==> config.mk <==
export PLATFORM = sky130hd
export DESIGN_NAME = dff_link_arbiter_flat
export DESIGN_NICKNAME = d
export VERILOG_FILES = /design/src/rtl/dff_link_arb_pkg.sv /design/src/rtl/dff_link_arbiter_if.sv /design/src/rtl/dff_link_arb_rr.sv /design/src/rtl/dff_link_arbiter.sv /design/src/flat_wrapper.sv
export SDC_FILE = /design/constraint.sdc
export NUM_CORES = 1
export LEC_CHECK = 0
export CAP_MARGIN = 30
export CORE_UTILIZATION = 31
export DETAILED_ROUTE_END_ITERATION = 10
export PLACE_DENSITY = 0.5
export SLEW_MARGIN = 20
export SYNTH_ARGS = -nofsm -noshare
export SYNTH_HDL_FRONTEND = slang
export SYNTH_SLANG_ARGS = --single-unit
==> constraint.sdc <==
create_clock -name clk -period 4.1 [get_ports clk]
set_input_delay 0.82 -clock clk [delete_from_list [all_inputs] [get_ports clk]]
set_output_delay 0.82 -clock clk [all_outputs]
set_load 0.02 [all_outputs]
==> src/rtl/dff_link_arb_pkg.sv <==
// Shared state type and sizing helpers for the dff_link_arbiter slice.
package dff_link_arb_pkg;

    typedef enum logic [1:0] {
        IDLE,
        GRANT,
        FLUSH
    } arb_state_t;

    // Requester index width; never collapses to zero bits.
    function automatic int id_width(input int n);
        return (n > 1) ? $clog2(n) : 1;
    endfunction

    function automatic int max_int(input int a, input int b);
        return (a > b) ? a : b;
    endfunction

endpackage

==> src/rtl/dff_link_arbiter_if.sv <==
// Requester, shared-link and tagged-output bundle of dff_link_arbiter.
interface dff_link_arbiter_if #(parameter int N_REQ = 4);
    import dff_link_arb_pkg::*;

    localparam int ID_W = id_width(N_REQ);

    logic [N_REQ-1:0] req;
    logic [N_REQ-1:0] data_in;
    logic [N_REQ-1:0] grant;
    logic             link_in;
    logic             link_out;
    logic             out_valid;
    logic             out_bit;
    logic [ID_W-1:0]  out_id;
    logic             busy;

    modport master (
        output req, data_in, link_out,
        input  grant, link_in, out_valid, out_bit, out_id, busy
    );

    modport slave (
        input  req, data_in, link_out,
        output grant, link_in, out_valid, out_bit, out_id, busy
    );

endinterface

==> src/rtl/dff_link_arb_rr.sv <==
// Combinational round-robin picker: first requester after ptr, wrapping, ptr itself last.
module dff_link_arb_rr #(
    parameter int N_REQ = 4
) (
    input  logic [N_REQ-1:0]                              req,
    input  logic [dff_link_arb_pkg::id_width(N_REQ)-1:0]  ptr,
    output logic [N_REQ-1:0]                              pick,
    output logic                                          any
);
    import dff_link_arb_pkg::*;

    localparam int ID_W = id_width(N_REQ);

    logic             found;
    logic [ID_W-1:0]  idx;

    always_comb begin
        pick  = '0;
        found = 1'b0;
        idx   = '0;
        for (int i = 1; i <= N_REQ; i++) begin
            idx = ID_W'((int'(ptr) + i) % N_REQ);
            if (!found && req[idx]) begin
                pick[idx] = 1'b1;
                found     = 1'b1;
            end
        end
    end

    assign any = |req;

endmodule

==> src/rtl/dff_link_arbiter.sv <==
// Round-robin burst arbiter for one shared DFF delay line, with a shadow {valid,id} pipeline.
// Optional DFF_LINK_ARB_FLUSH_EN: drain the link for DEPTH idle cycles after every burst.
module dff_link_arbiter #(
    parameter int N_REQ     = 4,
    parameter int DEPTH     = 4,
    parameter int BURST_MAX = 8
) (
    input  logic                 clk,
    input  logic                 rst_n,
    dff_link_arbiter_if.slave    bus
);
    import dff_link_arb_pkg::*;

    localparam int ID_W  = id_width(N_REQ);
    localparam int CNT_W = $clog2(max_int(BURST_MAX, DEPTH) + 1);

    arb_state_t        state;
    logic [N_REQ-1:0]  grant_q;
    logic [CNT_W-1:0]  cnt;
    logic [ID_W-1:0]   ptr;
    logic [ID_W-1:0]   gidx;
    logic [ID_W-1:0]   rr_ptr;
    logic [N_REQ-1:0]  rr_pick;
    logic              rr_any;
    logic              xfer;
    logic [DEPTH-1:0]  sh_valid;
    logic [ID_W-1:0]   sh_id [DEPTH];

    always_comb begin
        gidx = '0;
        for (int i = 0; i < N_REQ; i++) begin
            if (grant_q[i]) gidx = ID_W'(i);
        end
    end

    assign xfer   = |(grant_q & bus.req);
    // At a burst end the search starts just past the current owner.
    assign rr_ptr = (state == GRANT) ? gidx : ptr;

    dff_link_arb_rr #(.N_REQ(N_REQ)) u_rr (
        .req  (bus.req),
        .ptr  (rr_ptr),
        .pick (rr_pick),
        .any  (rr_any)
    );

    always_ff @(posedge clk or negedge rst_n) begin
        if (!rst_n) begin
            state   <= IDLE;
            grant_q <= '0;
            cnt     <= '0;
            ptr     <= ID_W'(N_REQ - 1);
        end else begin
            case (state)
                IDLE: begin
                    if (rr_any) begin
                        grant_q <= rr_pick;
                        cnt     <= '0;
                        state   <= GRANT;
                    end
                end
                GRANT: begin
                    if (xfer && cnt != CNT_W'(BURST_MAX - 1)) begin
                        cnt <= cnt + 1'b1;
                    end else begin
                        ptr <= gidx;
                        cnt <= '0;
`ifdef DFF_LINK_ARB_FLUSH_EN
                        grant_q <= '0;
                        state   <= FLUSH;
`else
                        if (rr_any) begin
                            grant_q <= rr_pick;
                        end else begin
                            grant_q <= '0;
                            state   <= IDLE;
                        end
`endif
                    end
                end
`ifdef DFF_LINK_ARB_FLUSH_EN
                FLUSH: begin
                    if (cnt == CNT_W'(DEPTH - 1)) begin
                        cnt   <= '0;
                        state <= IDLE;
                    end else begin
                        cnt <= cnt + 1'b1;
                    end
                end
`endif
                default: begin
                    grant_q <= '0;
                    cnt     <= '0;
                    state   <= IDLE;
                end
            endcase
        end
    end

    // Shadow pipeline mirrors the link stage-for-stage so ids line up with link_out.
    always_ff @(posedge clk or negedge rst_n) begin
        if (!rst_n) begin
            sh_valid <= '0;
            for (int i = 0; i < DEPTH; i++) sh_id[i] <= '0;
        end else begin
            sh_valid[0] <= xfer;
            sh_id[0]    <= xfer ? gidx : '0;
            for (int i = 1; i < DEPTH; i++) begin
                sh_valid[i] <= sh_valid[i-1];
                sh_id[i]    <= sh_id[i-1];
            end
        end
    end

    assign bus.grant     = grant_q;
    assign bus.link_in   = |(grant_q & bus.data_in);
    assign bus.out_valid = sh_valid[DEPTH-1];
    assign bus.out_bit   = bus.link_out & sh_valid[DEPTH-1];
    assign bus.out_id    = sh_id[DEPTH-1];
    assign bus.busy      = (state != IDLE) || (|sh_valid);

endmodule

==> src/flat_wrapper.sv <==
// flat-port wrapper written by rule: the top's interface ports become plain ports
module dff_link_arbiter_flat import dff_link_arb_pkg::*;
#(
    parameter int N_REQ     = 4,
    parameter int DEPTH     = 4,
    parameter int BURST_MAX = 8
)
  (clk, rst_n, bus_req, bus_data_in, bus_link_out, bus_grant, bus_link_in, bus_out_valid, bus_out_bit, bus_out_id, bus_busy);
  dff_link_arbiter_if #(.N_REQ(N_REQ)) bus_i ();
  input  logic clk;
  input  logic rst_n;
  input wire logic [$bits(bus_i.req)-1:0] bus_req;
  input wire logic [$bits(bus_i.data_in)-1:0] bus_data_in;
  input wire logic [$bits(bus_i.link_out)-1:0] bus_link_out;
  output wire logic [$bits(bus_i.grant)-1:0] bus_grant;
  output wire logic [$bits(bus_i.link_in)-1:0] bus_link_in;
  output wire logic [$bits(bus_i.out_valid)-1:0] bus_out_valid;
  output wire logic [$bits(bus_i.out_bit)-1:0] bus_out_bit;
  output wire logic [$bits(bus_i.out_id)-1:0] bus_out_id;
  output wire logic [$bits(bus_i.busy)-1:0] bus_busy;
  assign bus_i.req = bus_req;
  assign bus_i.data_in = bus_data_in;
  assign bus_i.link_out = bus_link_out;
  assign bus_grant = bus_i.grant;
  assign bus_link_in = bus_i.link_in;
  assign bus_out_valid = bus_i.out_valid;
  assign bus_out_bit = bus_i.out_bit;
  assign bus_out_id = bus_i.out_id;
  assign bus_busy = bus_i.busy;
  dff_link_arbiter #(.N_REQ(N_REQ), .DEPTH(DEPTH), .BURST_MAX(BURST_MAX)) u_core (.clk(clk), .rst_n(rst_n), .bus(bus_i));
endmodule
==> qor.yml <==
synth_area_um2: 1320
n_antenna_cell: 0
dieWidth_um: 67.3
drcViolationCount: 0
gp_congestion: 0.808
synth_top_area_cell: "dfrtp_1"
yosys.area_share.simple: 0.130
cts_setup_buffers: 0
numCtsBuffers: 3
fin_crit_sh: 0.695
async_flop_share: 1.00
synth_fa_ha_area_frac: 0.0758
p_switching_w: 0.000549
cp-startpoint: "bus_data_in[0]"
power_frac_comb: 0.588
cts_root_buf: "clkbuf_8"
postCtsResizedCells: 0
fillCellCount: 397
finalHoldViolCount: 0
status: "finished clean"
max_freq_mhz: 351
start_util: 0.326
ys_ff_latch: 23
regArea_um2: 578
drt_first_pass_iters: 4
cp-start-kind: "primary input"
drt_wl_total_mm: 2.87
setup_viol: 0
drt_iter0_drc: 42
r2r_start: "u_core.state[0]"
seq_area_frac_synth: 0.438
vdd_drop_max_v: 0.000386
hp-class: "flop to flop"
grt_start_max_net_pins: 17
fin_crit_ns: 2.85
r2r_end: "u_core.bus.grant[0]"
synth-edff-count: 0
antenna_found_initial: 0
final_cell_count_no_fill: 192
rsz0062_at_grt: "no"
tns_ns: 0
synth_top_family_by_area: "compound AO/OA/AOI/OAI gates"
clock_sinks: 23
grt-ovfl-total: 0
synth.distinct_cells: 39
synth_ff_type: "dfrtp_1"
synth_xor_area_frac: 0
yosys-top-cells-area: "dfrtp_1, ha_1, dfstp_2"
power_density_nw_per_um2: 793
cts.path.max_buffers: 2
vias_per_cell: 5.39
dp_hpwl_mm: 2.19
routedWlPerCell_um: 14.9
yosysWarningCount: 0
r2r_cells: 6
cts_tree: "done"
die-area_um2: 4530
vias: 1035
reg2reg_slack_ns: 1.36
p_int_w: 0.000736
core-area_um2: 4060
fp.dieH_um: 67.3
clkPwrFrac: 0.106
worst_pin_slew_ns: 0.692
ios: 21
yosys.area.top_type_share: 0.398
muxShareOfSynthArea: 0.0559
syn_avg_cell_area_um2: 10.9
p_leak_nw: 0.681
worstPathRequired_ns: 3.28
cp-endpoint: "bus_link_in"
worstSetupEndpointType: "output pin"
dp_slack_ns: 1.24
pwr-share-seq: 0.306
dp.cells: 188
report.final.slew_viol_count: 0
gr-usage-all-layers: 0.146
switching_share: 0.427
synth_compound_area_frac: 0.261
cts_hold_buffers: 0
grt_pass1_vias: 994
placementRows: 23
clock_skew_ns: 0.00326
port_buffers: 20
crit_fanout: 1
path_class: "primary input to output pin"
worst_ep_arrival_time_ns: 2.03
detail-route-antenna-nets: 0
cts_htree_levels: 1
syn_nets: 140
fin_ws_ns: 1.25
clkTransAtPathRegs_ns: 0.08
syn_inst: 121
clkLatencyLatePin_ns: 0.26
drive_above_1_share: 0.113
drv_cap: 0
relSlewSlack: 0.525
grt_pass1_wl_mm: 4.89
area_growth_pct: 22.7
nets: 162
multi_input_area_um2: 691
[how the worst min path moves through the flow]
stage,from,to,slack (ns),cells past startpoint
detailed placement,u_core.sh_id[7],u_core.sh_id[5],0.34,0
global route,u_core.sh_id[7],u_core.sh_id[5],0.36,0
global placement,u_core.sh_id[6],u_core.sh_id[4],0.34,0
finish,u_core.sh_id[7],u_core.sh_id[5],0.35,0
CTS,u_core.sh_id[7],u_core.sh_id[5],0.35,0
floorplan,u_core.sh_id[2],u_core.bus.out_id[0],0.33,0
[synthesized netlist by cell type (all sizes together) (3+ instances only)]
master	n
a21boi	4
a21oi	4
a221o	4
a22oi	4
a311o	4
and2	7
buf	3
dfrtp	21
ha	8
inv	7
mux2i	4
nand2	9
nor2	6
o21a	3
o21ai	9
[worst max-delay path, stage by stage]
cell and delay [ns]:
clkdlybuf4s50_1 0.46, a22oi_1 0.08, nand2_1 0.07, clkdlybuf4s50_1 0.60
[layout make-up]
cell class,count,area share
flip-flops and latches,23,0.356
inverters,7,0.0177
well taps,50,0.0386
clock buffers,3,0.0255
repair buffers,21,0.133
multi-input cells,87,0.426
clock inverters,1,0.00309
[sequential cells by signal, indices dropped and copies added, names as in the netlist]
name               flops
u_core.bus.grant       4
u_core.bus.out_id      2
u_core.ptr             2
u_core.cnt             4
u_core.state           1
u_core.sh_valid        4
u_core.sh_id           6
[metrics by stage]
stage                util  cell area [um^2]  hold WS (ns)  total power, W
floorplan               -              1320         0.331        0.000933
global placement    0.385              1560         0.335         0.00114
detailed placement  0.388              1580         0.336         0.00115
CTS                 0.400              1620         0.354         0.00129
global route        0.400              1620         0.361         0.00140
finish              0.400              1620         0.349         0.00129
[cells in the final DEF (no fill, tap or decap), drive strengths merged, types with 2 or more instances in the layout]
master         count
dfrtp             21
clkdlybuf4s50     20
nand2              9
o21ai              9
ha                 8
and2               7
inv                7
nor2               6
a21oi              4
a22oi              4
mux2i              4
a311o              4
a221o              4
a21boi             4
o21a               3
clkbuf             3
nand2b             2
a211oi             2
dfstp              2
nor2b              2
o211ai             2
[power groups by stage]
stage | Sequential, W | Clock [W] | Combinational (W)
floorplan | 0.000404 | 0 | 0.000528
global placement | 0.000398 | 0 | 0.000743
detailed placement | 0.000399 | 0 | 0.000752
CTS | 0.000395 | 0.000142 | 0.000754
global route | 0.000405 | 0.000156 | 0.000835
finish | 0.000393 | 0.000137 | 0.000755
[routing by layer]
metal | wire, um | part of all wire | GRT usage
met3 | 113 | 0.039 | 0.0152
met5 | 0 | 0 | 0
met1 | 1390 | 0.48 | 0.199
met4 | 39 | 0.014 | 0.0638
met2 | 1330 | 0.46 | 0.233
[cell families after synthesis]
| logic type | Yosys count |
|---|---|
| simple gates | 31 |
| flops | 23 |
| buf+inv | 11 |
| mux | 6 |
| compound gates | 42 |
| fa+ha+maj | 8 |
Power figures use the tool's default switching activity.
